--- config.mk ---
export PLATFORM = sky130hd
export DESIGN_NAME = seg7_scan_decoder_flat
export DESIGN_NICKNAME = d
export VERILOG_FILES = /design/src/rtl/seg7_pkg.sv /design/src/rtl/seg7_scan_decoder_if.sv /design/src/rtl/seg7_pattern_decode.sv /design/src/rtl/seg7_scan_decoder.sv /design/src/flat_wrapper.sv
export SDC_FILE = /design/constraint.sdc
export NUM_CORES = 1
export LEC_CHECK = 0
export CORE_MARGIN = 1.5
export CORE_UTILIZATION = 35
export CTS_CLUSTER_SIZE = 28
export DETAILED_ROUTE_END_ITERATION = 10
export SLEW_MARGIN = 20
export SYNTH_ARGS = -nofsm -noshare
export SYNTH_HDL_FRONTEND = slang
export SYNTH_HIERARCHICAL = 1
export SYNTH_SLANG_ARGS = --single-unit
--- constraint.sdc ---
create_clock -name i_clk -period 2 [get_ports i_clk]
set_input_delay 0.4 -clock i_clk [delete_from_list [all_inputs] [get_ports i_clk]]
set_output_delay 0.4 -clock i_clk [all_outputs]
set_load 0.01 [all_outputs]
--- src/rtl/seg7_pkg.sv ---
// Shared constants for the scanned 7-segment decoder: active-high segment
// patterns (seg[0]=a .. seg[6]=g) and the capture FSM state type.
package seg7_pkg;

  localparam logic [6:0] SEG7_0     = 7'h3F;
  localparam logic [6:0] SEG7_1     = 7'h06;
  localparam logic [6:0] SEG7_2     = 7'h5B;
  localparam logic [6:0] SEG7_3     = 7'h4F;
  localparam logic [6:0] SEG7_4     = 7'h66;
  localparam logic [6:0] SEG7_5     = 7'h6D;
  localparam logic [6:0] SEG7_6     = 7'h7D;
  localparam logic [6:0] SEG7_7     = 7'h07;
  localparam logic [6:0] SEG7_8     = 7'h7F;
  localparam logic [6:0] SEG7_9     = 7'h6F;
  localparam logic [6:0] SEG7_A     = 7'h77;
  localparam logic [6:0] SEG7_B     = 7'h7C;
  localparam logic [6:0] SEG7_C     = 7'h39;
  localparam logic [6:0] SEG7_D     = 7'h5E;
  localparam logic [6:0] SEG7_E     = 7'h79;
  localparam logic [6:0] SEG7_F     = 7'h71;
  localparam logic [6:0] SEG7_BLANK = 7'h00;

  typedef enum logic [1:0] {
    S_WAIT,
    S_SETTLE,
    S_HOLD
  } state_t;

endpackage

--- src/rtl/seg7_scan_decoder_if.sv ---
// Frame output bus of the scan decoder: recovered digits plus valid/ready
// handshake. The decoder drives the master side, the consumer the slave side.
interface seg7_scan_decoder_if #(
  parameter int NUM_DIGITS = 4
);

  logic [4*NUM_DIGITS-1:0] frame_digits;
  logic [NUM_DIGITS-1:0]   frame_blank;
  logic                    frame_err;
  logic                    frame_valid;
  logic                    frame_ready;
  logic                    overrun;

  modport master (
    output frame_digits,
    output frame_blank,
    output frame_err,
    output frame_valid,
    output overrun,
    input  frame_ready
  );

  modport slave (
    input  frame_digits,
    input  frame_blank,
    input  frame_err,
    input  frame_valid,
    input  overrun,
    output frame_ready
  );

endinterface

--- src/rtl/seg7_pattern_decode.sv ---
// Combinational segment pattern -> {value, blank, err} lookup.
// Define SEG7_HEX_EN to accept the A..F patterns as legal hex digits.
module seg7_pattern_decode
  import seg7_pkg::*;
(
  input  logic [6:0] i_seg,
  output logic [3:0] o_value,
  output logic       o_blank,
  output logic       o_err
);

  always_comb begin
    o_value = 4'h0;
    o_blank = 1'b0;
    o_err   = 1'b0;
    case (i_seg)
      SEG7_BLANK: o_blank = 1'b1;
      SEG7_0:     o_value = 4'h0;
      SEG7_1:     o_value = 4'h1;
      SEG7_2:     o_value = 4'h2;
      SEG7_3:     o_value = 4'h3;
      SEG7_4:     o_value = 4'h4;
      SEG7_5:     o_value = 4'h5;
      SEG7_6:     o_value = 4'h6;
      SEG7_7:     o_value = 4'h7;
      SEG7_8:     o_value = 4'h8;
      SEG7_9:     o_value = 4'h9;
`ifdef SEG7_HEX_EN
      SEG7_A:     o_value = 4'hA;
      SEG7_B:     o_value = 4'hB;
      SEG7_C:     o_value = 4'hC;
      SEG7_D:     o_value = 4'hD;
      SEG7_E:     o_value = 4'hE;
      SEG7_F:     o_value = 4'hF;
`endif
      default:    o_err   = 1'b1;
    endcase
  end

endmodule

--- src/rtl/seg7_scan_decoder.sv ---
// Samples a multiplexed 7-segment bus, captures each digit once it has been
// stable long enough, and presents complete frames on a valid/ready bus.
module seg7_scan_decoder
  import seg7_pkg::*;
#(
  parameter int NUM_DIGITS    = 4,
  parameter int STABLE_CYCLES = 4
) (
  input  logic                  i_clk,
  input  logic                  i_rst,
  input  logic [6:0]            i_seg_in,
  input  logic [NUM_DIGITS-1:0] i_dig_sel,
  seg7_scan_decoder_if.master   frameIf
);

  localparam int IDX_W = (NUM_DIGITS > 1) ? $clog2(NUM_DIGITS) : 1;
  localparam int CNT_W = $clog2(STABLE_CYCLES + 1);
  localparam logic [IDX_W-1:0] LAST_IDX = IDX_W'(NUM_DIGITS - 1);

  logic [6:0]              r_seg;
  logic [6:0]              r_segPrev;
  logic [NUM_DIGITS-1:0]   r_dig;
  state_t                  r_state;
  logic [IDX_W-1:0]        r_idx;
  logic [CNT_W-1:0]        r_cnt;
  logic [4*NUM_DIGITS-1:0] r_stageDigits;
  logic [NUM_DIGITS-1:0]   r_stageBlank;
  logic [NUM_DIGITS-1:0]   r_stageErr;
  logic [4*NUM_DIGITS-1:0] r_outDigits;
  logic [NUM_DIGITS-1:0]   r_outBlank;
  logic                    r_outErr;
  logic                    r_outValid;
  logic                    r_overrun;

  state_t                  w_stateNext;
  logic [IDX_W-1:0]        w_idxNext;
  logic [CNT_W-1:0]        w_cntNext;
  logic                    w_capture;
  logic                    w_frameDone;
  logic [NUM_DIGITS-1:0]   w_expSel;
  logic                    w_digMatch;
  logic [3:0]              w_value;
  logic                    w_blank;
  logic                    w_err;

  assign w_expSel   = NUM_DIGITS'(1) << r_idx;
  assign w_digMatch = (r_dig == w_expSel);

  seg7_pattern_decode u_decode (
    .i_seg   (r_seg),
    .o_value (w_value),
    .o_blank (w_blank),
    .o_err   (w_err)
  );

  // Counting restarts whenever the pattern moves, so only a run of identical samples captures
  always_comb begin
    w_stateNext = r_state;
    w_idxNext   = r_idx;
    w_cntNext   = r_cnt;
    w_capture   = 1'b0;
    w_frameDone = 1'b0;
    case (r_state)
      S_WAIT: begin
        if (w_digMatch) begin
          w_cntNext = CNT_W'(1);
          if (STABLE_CYCLES <= 1) begin
            w_capture   = 1'b1;
            w_stateNext = S_HOLD;
          end else begin
            w_stateNext = S_SETTLE;
          end
        end
      end
      S_SETTLE: begin
        if (!w_digMatch) begin
          w_stateNext = S_WAIT;
          w_cntNext   = '0;
        end else begin
          if (r_seg != r_segPrev) w_cntNext = CNT_W'(1);
          else                    w_cntNext = r_cnt + CNT_W'(1);
          if (w_cntNext == CNT_W'(STABLE_CYCLES)) begin
            w_capture   = 1'b1;
            w_stateNext = S_HOLD;
          end
        end
      end
      S_HOLD: begin
        if (!w_digMatch) begin
          w_stateNext = S_WAIT;
          w_cntNext   = '0;
          if (r_idx == LAST_IDX) begin
            w_idxNext   = '0;
            w_frameDone = 1'b1;
          end else begin
            w_idxNext = r_idx + IDX_W'(1);
          end
        end
      end
      default: w_stateNext = S_WAIT;
    endcase
  end

  always_ff @(posedge i_clk) begin
    if (i_rst) begin
      r_seg         <= '0;
      r_segPrev     <= '0;
      r_dig         <= '0;
      r_state       <= S_WAIT;
      r_idx         <= '0;
      r_cnt         <= '0;
      r_stageDigits <= '0;
      r_stageBlank  <= '0;
      r_stageErr    <= '0;
      r_outDigits   <= '0;
      r_outBlank    <= '0;
      r_outErr      <= 1'b0;
      r_outValid    <= 1'b0;
      r_overrun     <= 1'b0;
    end else begin
      r_seg     <= i_seg_in;
      r_segPrev <= r_seg;
      r_dig     <= i_dig_sel;
      r_state   <= w_stateNext;
      r_idx     <= w_idxNext;
      r_cnt     <= w_cntNext;

      // Digit 0 opens a new frame, so stale flags from the last frame are wiped first
      if (w_capture) begin
        if (r_idx == '0) begin
          r_stageBlank <= '0;
          r_stageErr   <= '0;
        end
        r_stageDigits[{r_idx, 2'b00} +: 4] <= w_value;
        r_stageBlank[r_idx]                <= w_blank;
        r_stageErr[r_idx]                  <= w_err;
      end

      if (w_frameDone && (!r_outValid || frameIf.frame_ready)) begin
        r_outDigits <= r_stageDigits;
        r_outBlank  <= r_stageBlank;
        r_outErr    <= |r_stageErr;
        r_outValid  <= 1'b1;
      end else if (w_frameDone) begin
        r_overrun <= 1'b1;
      end else if (r_outValid && frameIf.frame_ready) begin
        r_outValid <= 1'b0;
      end
    end
  end

  assign frameIf.frame_digits = r_outDigits;
  assign frameIf.frame_blank  = r_outBlank;
  assign frameIf.frame_err    = r_outErr;
  assign frameIf.frame_valid  = r_outValid;
  assign frameIf.overrun      = r_overrun;

endmodule

--- src/flat_wrapper.sv ---
// flat-port wrapper written by rule: the top's interface ports become plain ports
module seg7_scan_decoder_flat import seg7_pkg::*;
#(
  parameter int NUM_DIGITS    = 4,
  parameter int STABLE_CYCLES = 4
)
  (i_clk, i_rst, i_seg_in, i_dig_sel, frameIf_frame_digits, frameIf_frame_blank, frameIf_frame_err, frameIf_frame_valid, frameIf_overrun, frameIf_frame_ready);
  seg7_scan_decoder_if #(.NUM_DIGITS(NUM_DIGITS)) frameIf_i ();
  input  logic i_clk;
  input  logic i_rst;
  input  logic [6:0] i_seg_in;
  input  logic [NUM_DIGITS-1:0] i_dig_sel;
  output wire logic [$bits(frameIf_i.frame_digits)-1:0] frameIf_frame_digits;
  output wire logic [$bits(frameIf_i.frame_blank)-1:0] frameIf_frame_blank;
  output wire logic [$bits(frameIf_i.frame_err)-1:0] frameIf_frame_err;
  output wire logic [$bits(frameIf_i.frame_valid)-1:0] frameIf_frame_valid;
  output wire logic [$bits(frameIf_i.overrun)-1:0] frameIf_overrun;
  input wire logic [$bits(frameIf_i.frame_ready)-1:0] frameIf_frame_ready;
  assign frameIf_frame_digits = frameIf_i.frame_digits;
  assign frameIf_frame_blank = frameIf_i.frame_blank;
  assign frameIf_frame_err = frameIf_i.frame_err;
  assign frameIf_frame_valid = frameIf_i.frame_valid;
  assign frameIf_overrun = frameIf_i.overrun;
  assign frameIf_i.frame_ready = frameIf_frame_ready;
  seg7_scan_decoder #(.NUM_DIGITS(NUM_DIGITS), .STABLE_CYCLES(STABLE_CYCLES)) u_core (.i_clk(i_clk), .i_rst(i_rst), .i_seg_in(i_seg_in), .i_dig_sel(i_dig_sel), .frameIf(frameIf_i));
endmodule
==> flow_summary_export.csv, run 1 <==
group,metric,value,unit
outcome,run_status,"finished clean",
route,wl,7.26,mm
synthesis,ys_ff_latch,72,
timing,relSlewSlack,66.9,%
synthesis,syn-cell-area,3310,µm²
timing,layout_worst_path_cycle_share,96.4,%
worst_setup_path,slowest_delay,0.39,ns
cts,cts_made_buffers,9,
synthesis,synth_top_family_by_area,"simple AND/OR/NAND/NOR gates",
final_layout,drive_gt1_share,18.6,%
route,drt_pass1_iterations,4,
worst_setup_path,r2r_setup_slack,0.07,ns
worst_setup_path,arrival,2.17,ns
synthesis,synthArstFlopShare,0,%
route,viasPerCell,4.95,
global_routing,track_usage,15.5,%
synthesis,netlist_instances,367,
route,drt_iter0_markers,121,
worst_setup_path,cp_max_fo,5,
synthesis,ys_top_cells_by_count,"72 x dfxtp_1, 60 x nand2_1, 30 x a21oi_1, 24 x nor2b_1, 21 x nor2_1",
timing,setup_violations,0,
synthesis,syn_area_per_cell,9.03,µm²
power,p_leak,1.57,nW
final_layout,diodes,0,
global_routing,grt_pass1_wl,12.3,mm
synthesis,synth_edf_count,0,
power,power_density,622,nW/µm²
timing,fmax,0.518,GHz
synthesis,synth_fa_ha_area_share,4.53,%
cts,path_clk_slew,0.07,ns
worst_setup_path,required,2.24,ns
worst_setup_path,crit_family,"simple AND/OR/NAND/NOR gates",
worst_setup_path,endpoint_kind,"register",
final_layout,fin_cells,547,
timing,fin_tns_setup,0,ns
die,rows,35,
timing,fin_hold_ws,0.457,ns
cts,clock_sinks,72,
die,die_area,10100,µm²
timing,rsz0062_at_grt,"true",
global_routing,grt-ovfl-total,0,
synthesis,yosysTopAreaCell,"dfxtp_1",
timing,final_max_slew_viol_count,0,
cts,cts_root_buf,"clkbuf_8",
final_layout,stdcell_area,4350,µm²
worst_setup_path,cp_slowest_cell,"dfxtp_4",
global_routing,grt_max_degree,52,
timing,setup_slack,0.0713,ns
worst_setup_path,worstPathCellList,"inv_4, ha_4, xnor2_4, nand4_4, buf_12, nor4_4, buf_4, mux2i_1, nor2_1",
route,wl_per_cell,13.3,µm
place,dp_hpwl,5.12,mm
synthesis,synth-compound-area-share,10.6,%
cts,h-tree-depth,3,
synthesis,synth.area.top_cells,"dfxtp_1 43%, nand2_1 6.8%, mux2i_1 4.8%, a21oi_1 4.5%, ha_1 4.5%",
die,die_w,100,µm
die,die_height,100,µm
place,dp.cells,525,
place,placed_area,3980,µm²
final_layout,nFillCells,902,
synthesis,synthXorXnorAreaFrac,3.66,%
final_layout,post-route-util,47.3,%
timing,post-route-min-period,1.93,ns
synthesis,synth.most_common_cell,"dfxtp_1",
die,initial_core_util,36.0,%
route,drc_errors,0,
place,place_ws,-0.0535,ns
synthesis,syn_nets,393,
cts,cts_tree,"built",
min_path,hp-class,"reg -> reg",
final_layout,num-nets-final,458,
synthesis,yosys.area_share.simple,28.5,%
worst_setup_path,critPathBufInv,3,
synthesis,synth.area.mux_share,5.29,%
power,power,2.71,mW
global_routing,grt_pass1_vias,2626,
job,cap_violations,0,
synthesis,synthFlopType,"dfxtp_1",
place,port_buffers,36,
die,core-area,9200,µm²
place,gp_congestion,0.864,
worst_setup_path,crit_path_start_kind,"register",
final_layout,areaGrowthSynthToFinish,31.2,%
cts,cts.path.max_buffers,2,
synthesis,synth_top_area_share,43.5,%
timing,fin_worst_skew,0.00851,ns
synthesis,yosysSeqAreaShare,43.5,%
global_routing,antenna_found_initial,0,
synthesis,ys_warn_count,6,
cts,insertion_delay,0.35,ns
worst_setup_path,crit_type,"reg -> reg",
die,io_pins,37,
route,vias,2709,
timing,worst_pin_slew,0.491,ns
synthesis,ys_types,48,
route,ant_nets,0,
power,ir_worst_vdd,0.387,mV
cts,ctsHoldBuffers,0,
timing,hold_violations,0,
## worst paths after layout
kind	startpoint	end	cells after the start
setup reg to reg	u_core/r_idx[1]$_SDFFE_PP0P_	u_core/r_stageDigits[6]$_SDFFE_PP0P_	9
setup / recovery	u_core/r_idx[1]$_SDFFE_PP0P_	u_core/r_stageDigits[6]$_SDFFE_PP0P_	9
hold reg to reg	u_core/frameIf.frame_digits[0]$_SDFFE_PP0P_	u_core/frameIf.frame_digits[0]$_SDFFE_PP0P_	2
hold / removal	u_core/frameIf.frame_digits[0]$_SDFFE_PP0P_	u_core/frameIf.frame_digits[0]$_SDFFE_PP0P_	2
## power breakdown
group          switching (mW)  internal (mW)
sequential             0.0198           1.45
clock                   0.535          0.475
combinational           0.115          0.110
total                   0.670           2.04
## cell type report
class                   count  area, µm²  area share [%]
clock buffers              10        138            3.16
clock inverters             5       32.5           0.748
inverters                   8       35.0           0.806
multi-input cells         268       1870            42.9
flip-flops and latches     72       1450            33.3
well taps                 111        139            3.19
repair buffers             73        688            15.8
## layout by cell type, fill, tap and decap left out, drive strengths merged, types with 4 or more instances in the layout
master         count
a21oi             30
a22o               4
and2              13
buf               37
clkbuf            11
clkdlybuf4s50     35
dfxtp             72
ha                12
inv                9
mux2i             16
nand2             60
nand2b             5
nand3             12
nand4              8
nor2              21
nor2b             24
nor3               5
nor4               5
o21ai              4
xnor2             12
## routing by layer
metal  part of all wire [%]  up-vias  track usage (%)
li1                       -     1387                -
met1                     47     1263             19.6
met2                     47       50             25.2
met3                    4.6        9             4.53
met4                    1.2        0             5.42
met5                      0        -                0
## sequential cells by signal, indices dropped and copies added, names as in the netlist
| register | count |
|---|---|
| u_core/frameIf.frame_blank | 4 |
| u_core/frameIf.frame_digits | 16 |
| u_core/frameIf.frame_err | 1 |
| u_core/frameIf.frame_valid | 1 |
| u_core/frameIf.overrun | 1 |
| u_core/r_cnt | 3 |
| u_core/r_dig | 4 |
| u_core/r_idx | 2 |
| u_core/r_seg | 7 |
| u_core/r_segPrev | 7 |
| u_core/r_stageBlank | 4 |
| u_core/r_stageDigits | 16 |
| u_core/r_stageErr | 4 |
| u_core/r_state | 2 |
## worst min-delay path, stage by stage, from the launching register on
cell,delay [ns]
dfxtp_1,0.31
nand2_1,0.05
a21oi_1,0.05
## timing repair
item,4_1_cts,5_1_grt
cloned,0,1
gates resized for setup,0,25
setup endpoints to repair,12,47
buffers inserted,0,6
pin swaps,3,9
## kinds of logic after synthesis
group | count (synthesis)
AOI/OAI and AO/OA | 56
adders and majority gates | 12
and+or+nand+nor | 170
buffers and inverters | 27
DFF | 72
muxes | 17
xor gates and xnor gates | 13
Power figures use the tool's default switching activity.
==> run 2, diff against run 1 <==
--- a/config.mk
+++ b/config.mk
@@ -9,7 +9,7 @@
 export CORE_UTILIZATION = 35
 export CTS_CLUSTER_SIZE = 28
 export DETAILED_ROUTE_END_ITERATION = 10
-export SLEW_MARGIN = 20
+export SLEW_MARGIN = 0
 export SYNTH_ARGS = -nofsm -noshare
 export SYNTH_HDL_FRONTEND = slang
 export SYNTH_HIERARCHICAL = 1
==> results of run 2 <==
Same layout as run 1: the final DEF is identical, and so are final timing and power.
==> run 3, diff against run 2 <==
--- a/config.mk
+++ b/config.mk
@@ -5,7 +5,7 @@
 export SDC_FILE = /design/constraint.sdc
 export NUM_CORES = 1
 export LEC_CHECK = 0
-export CORE_MARGIN = 1.5
+export CAP_MARGIN = 20
 export CORE_UTILIZATION = 35
 export CTS_CLUSTER_SIZE = 28
 export DETAILED_ROUTE_END_ITERATION = 10
==> flow_summary_export.csv, run 3 (synthesis gave the netlist of run 1 again) <==
group,metric,value,unit
outcome,run_status,"finished clean",
worst_setup_path,slowest_delay,0.41,ns
timing,setup_slack,0.0620,ns
global_routing,antenna_found_initial,0,
cts,cts_made_buffers,9,
die,initial_core_util,36.0,%
timing,hold_violations,0,
timing,rsz0062_at_grt,"true",
route,drt_iter0_markers,188,
place,place_ws,-0.0657,ns
die,die_area,9860,µm²
final_layout,areaGrowthSynthToFinish,31.4,%
worst_setup_path,endpoint_kind,"register",
final_layout,stdcell_area,4360,µm²
worst_setup_path,required,2.28,ns
worst_setup_path,cp_slowest_cell,"dfxtp_4",
place,placed_area,3960,µm²
route,drt_pass1_iterations,4,
cts,ctsHoldBuffers,0,
cts,cts_root_buf,"clkbuf_8",
die,die_height,99.3,µm
cts,clock_sinks,72,
cts,insertion_delay,0.35,ns
global_routing,track_usage,15.3,%
final_layout,drive_gt1_share,17.6,%
route,ant_nets,0,
route,vias,2733,
place,gp_congestion,0.786,
die,die_w,99.3,µm
global_routing,grt-ovfl-total,0,
cts,path_clk_slew,0.08,ns
global_routing,grt_pass1_wl,11.9,mm
timing,fin_tns_setup,0,ns
die,core-area,9200,µm²
die,rows,35,
final_layout,fin_cells,544,
worst_setup_path,worstPathCellList,"inv_4, ha_4, xnor2_4, nand4_4, buf_4, clkbuf_16, nor4_4, buf_4, nand4_1, a31oi_1",
place,port_buffers,36,
timing,relSlewSlack,69.6,%
timing,worst_pin_slew,0.450,ns
route,wl,7.35,mm
worst_setup_path,cp_max_fo,5,
die,io_pins,37,
worst_setup_path,critPathBufInv,4,
route,drc_errors,0,
final_layout,num-nets-final,454,
power,p_leak,1.56,nW
worst_setup_path,arrival,2.21,ns
place,dp_hpwl,5.13,mm
timing,fmax,0.516,GHz
final_layout,final_common_cell,"dfxtp_1",
worst_setup_path,crit_type,"reg -> reg",
cts,cts.path.max_buffers,2,
worst_setup_path,cpMostUsedCell,"buf_4",
power,ir_worst_vdd,0.425,mV
place,dp.cells,522,
min_path,hp-class,"in -> reg",
timing,post-route-min-period,1.94,ns
power,power_density,651,nW/µm²
job,cap_violations,0,
global_routing,grt_pass1_vias,2461,
timing,final_max_slew_viol_count,0,
cts,cts_tree,"built",
worst_setup_path,crit_family,"buffers and inverters",
worst_setup_path,crit_path_start_kind,"register",
cts,h-tree-depth,3,
route,wl_per_cell,13.5,µm
final_layout,nFillCells,913,
final_layout,final_cell_mix,"69 x dfxtp_1, 60 x nand2_1, 35 x clkdlybuf4s50_1",
final_layout,diodes,0,
timing,setup_violations,0,
timing,layout_worst_path_cycle_share,96.9,%
global_routing,grt_max_degree,37,
route,viasPerCell,5.02,
timing,fin_worst_skew,0.00838,ns
==> run 3: worst paths after layout <==
path	start	end	slack (ns)	cells after the start
max	u_core/r_idx[0]$_SDFFE_PP0P_	u_core/r_cnt[2]$_SDFFE_PP0P_	0.06	10
min	i_rst	u_core/r_idx[1]$_SDFFE_PP0P_	0.40	2
max reg2reg	u_core/r_idx[0]$_SDFFE_PP0P_	u_core/r_cnt[2]$_SDFFE_PP0P_	0.06	10
min reg2reg	u_core/frameIf.frame_digits[2]$_SDFFE_PP0P_	u_core/frameIf.frame_digits[2]$_SDFFE_PP0P_	0.45	2
==> run 3: where the power goes <==
part | internal (mW) | switching [mW]
Clock | 0.576 | 0.563
Combinational | 0.110 | 0.111
Sequential | 1.45 | 0.0234
==> run 3: what timing repair did <==
action,4_1_cts,5_1_grt
resized for setup,3,21
setup endpoints to repair,14,34
setup buffers,1,4
hold endpoints to repair,0,0
cloned,0,1
pin swaps,2,7
==> run 3: through the flow <==
stage	total power [mW]	util (%)	hold slack (ns)
3_5_place_dp	1.71	43.0	0.447
3_3_place_gp	1.70	43.0	0.441
2_1_floorplan	1.63	-	0.427
5_1_grt	2.95	47.4	0.400
6_report	2.83	47.4	0.398
4_1_cts	2.85	45.4	0.390
==> run 3: area by class of cell <==
class | count | area (µm²) | share of cell area [%]
Multi-Input combinational cell | 268 | 1880 | 43.2
Inverter | 8 | 32.5 | 0.747
Clock buffer | 9 | 124 | 2.84
Tap cell | 111 | 139 | 3.19
Sequential cell | 72 | 1450 | 33.3
Timing Repair Buffer | 69 | 658 | 15.1
Clock inverter | 7 | 71.3 | 1.64
==> run 3: metal layers <==
| layer | up-vias | GRT usage, % | part of all wire, % |
|---|---|---|---|
| li1 | 1377 | - | - |
| met4 | 0 | 5.43 | 0.78 |
| met1 | 1287 | 19.5 | 46 |
| met2 | 63 | 25.3 | 49 |
| met3 | 6 | 3.58 | 4.1 |
| met5 | - | 0 | 0 |
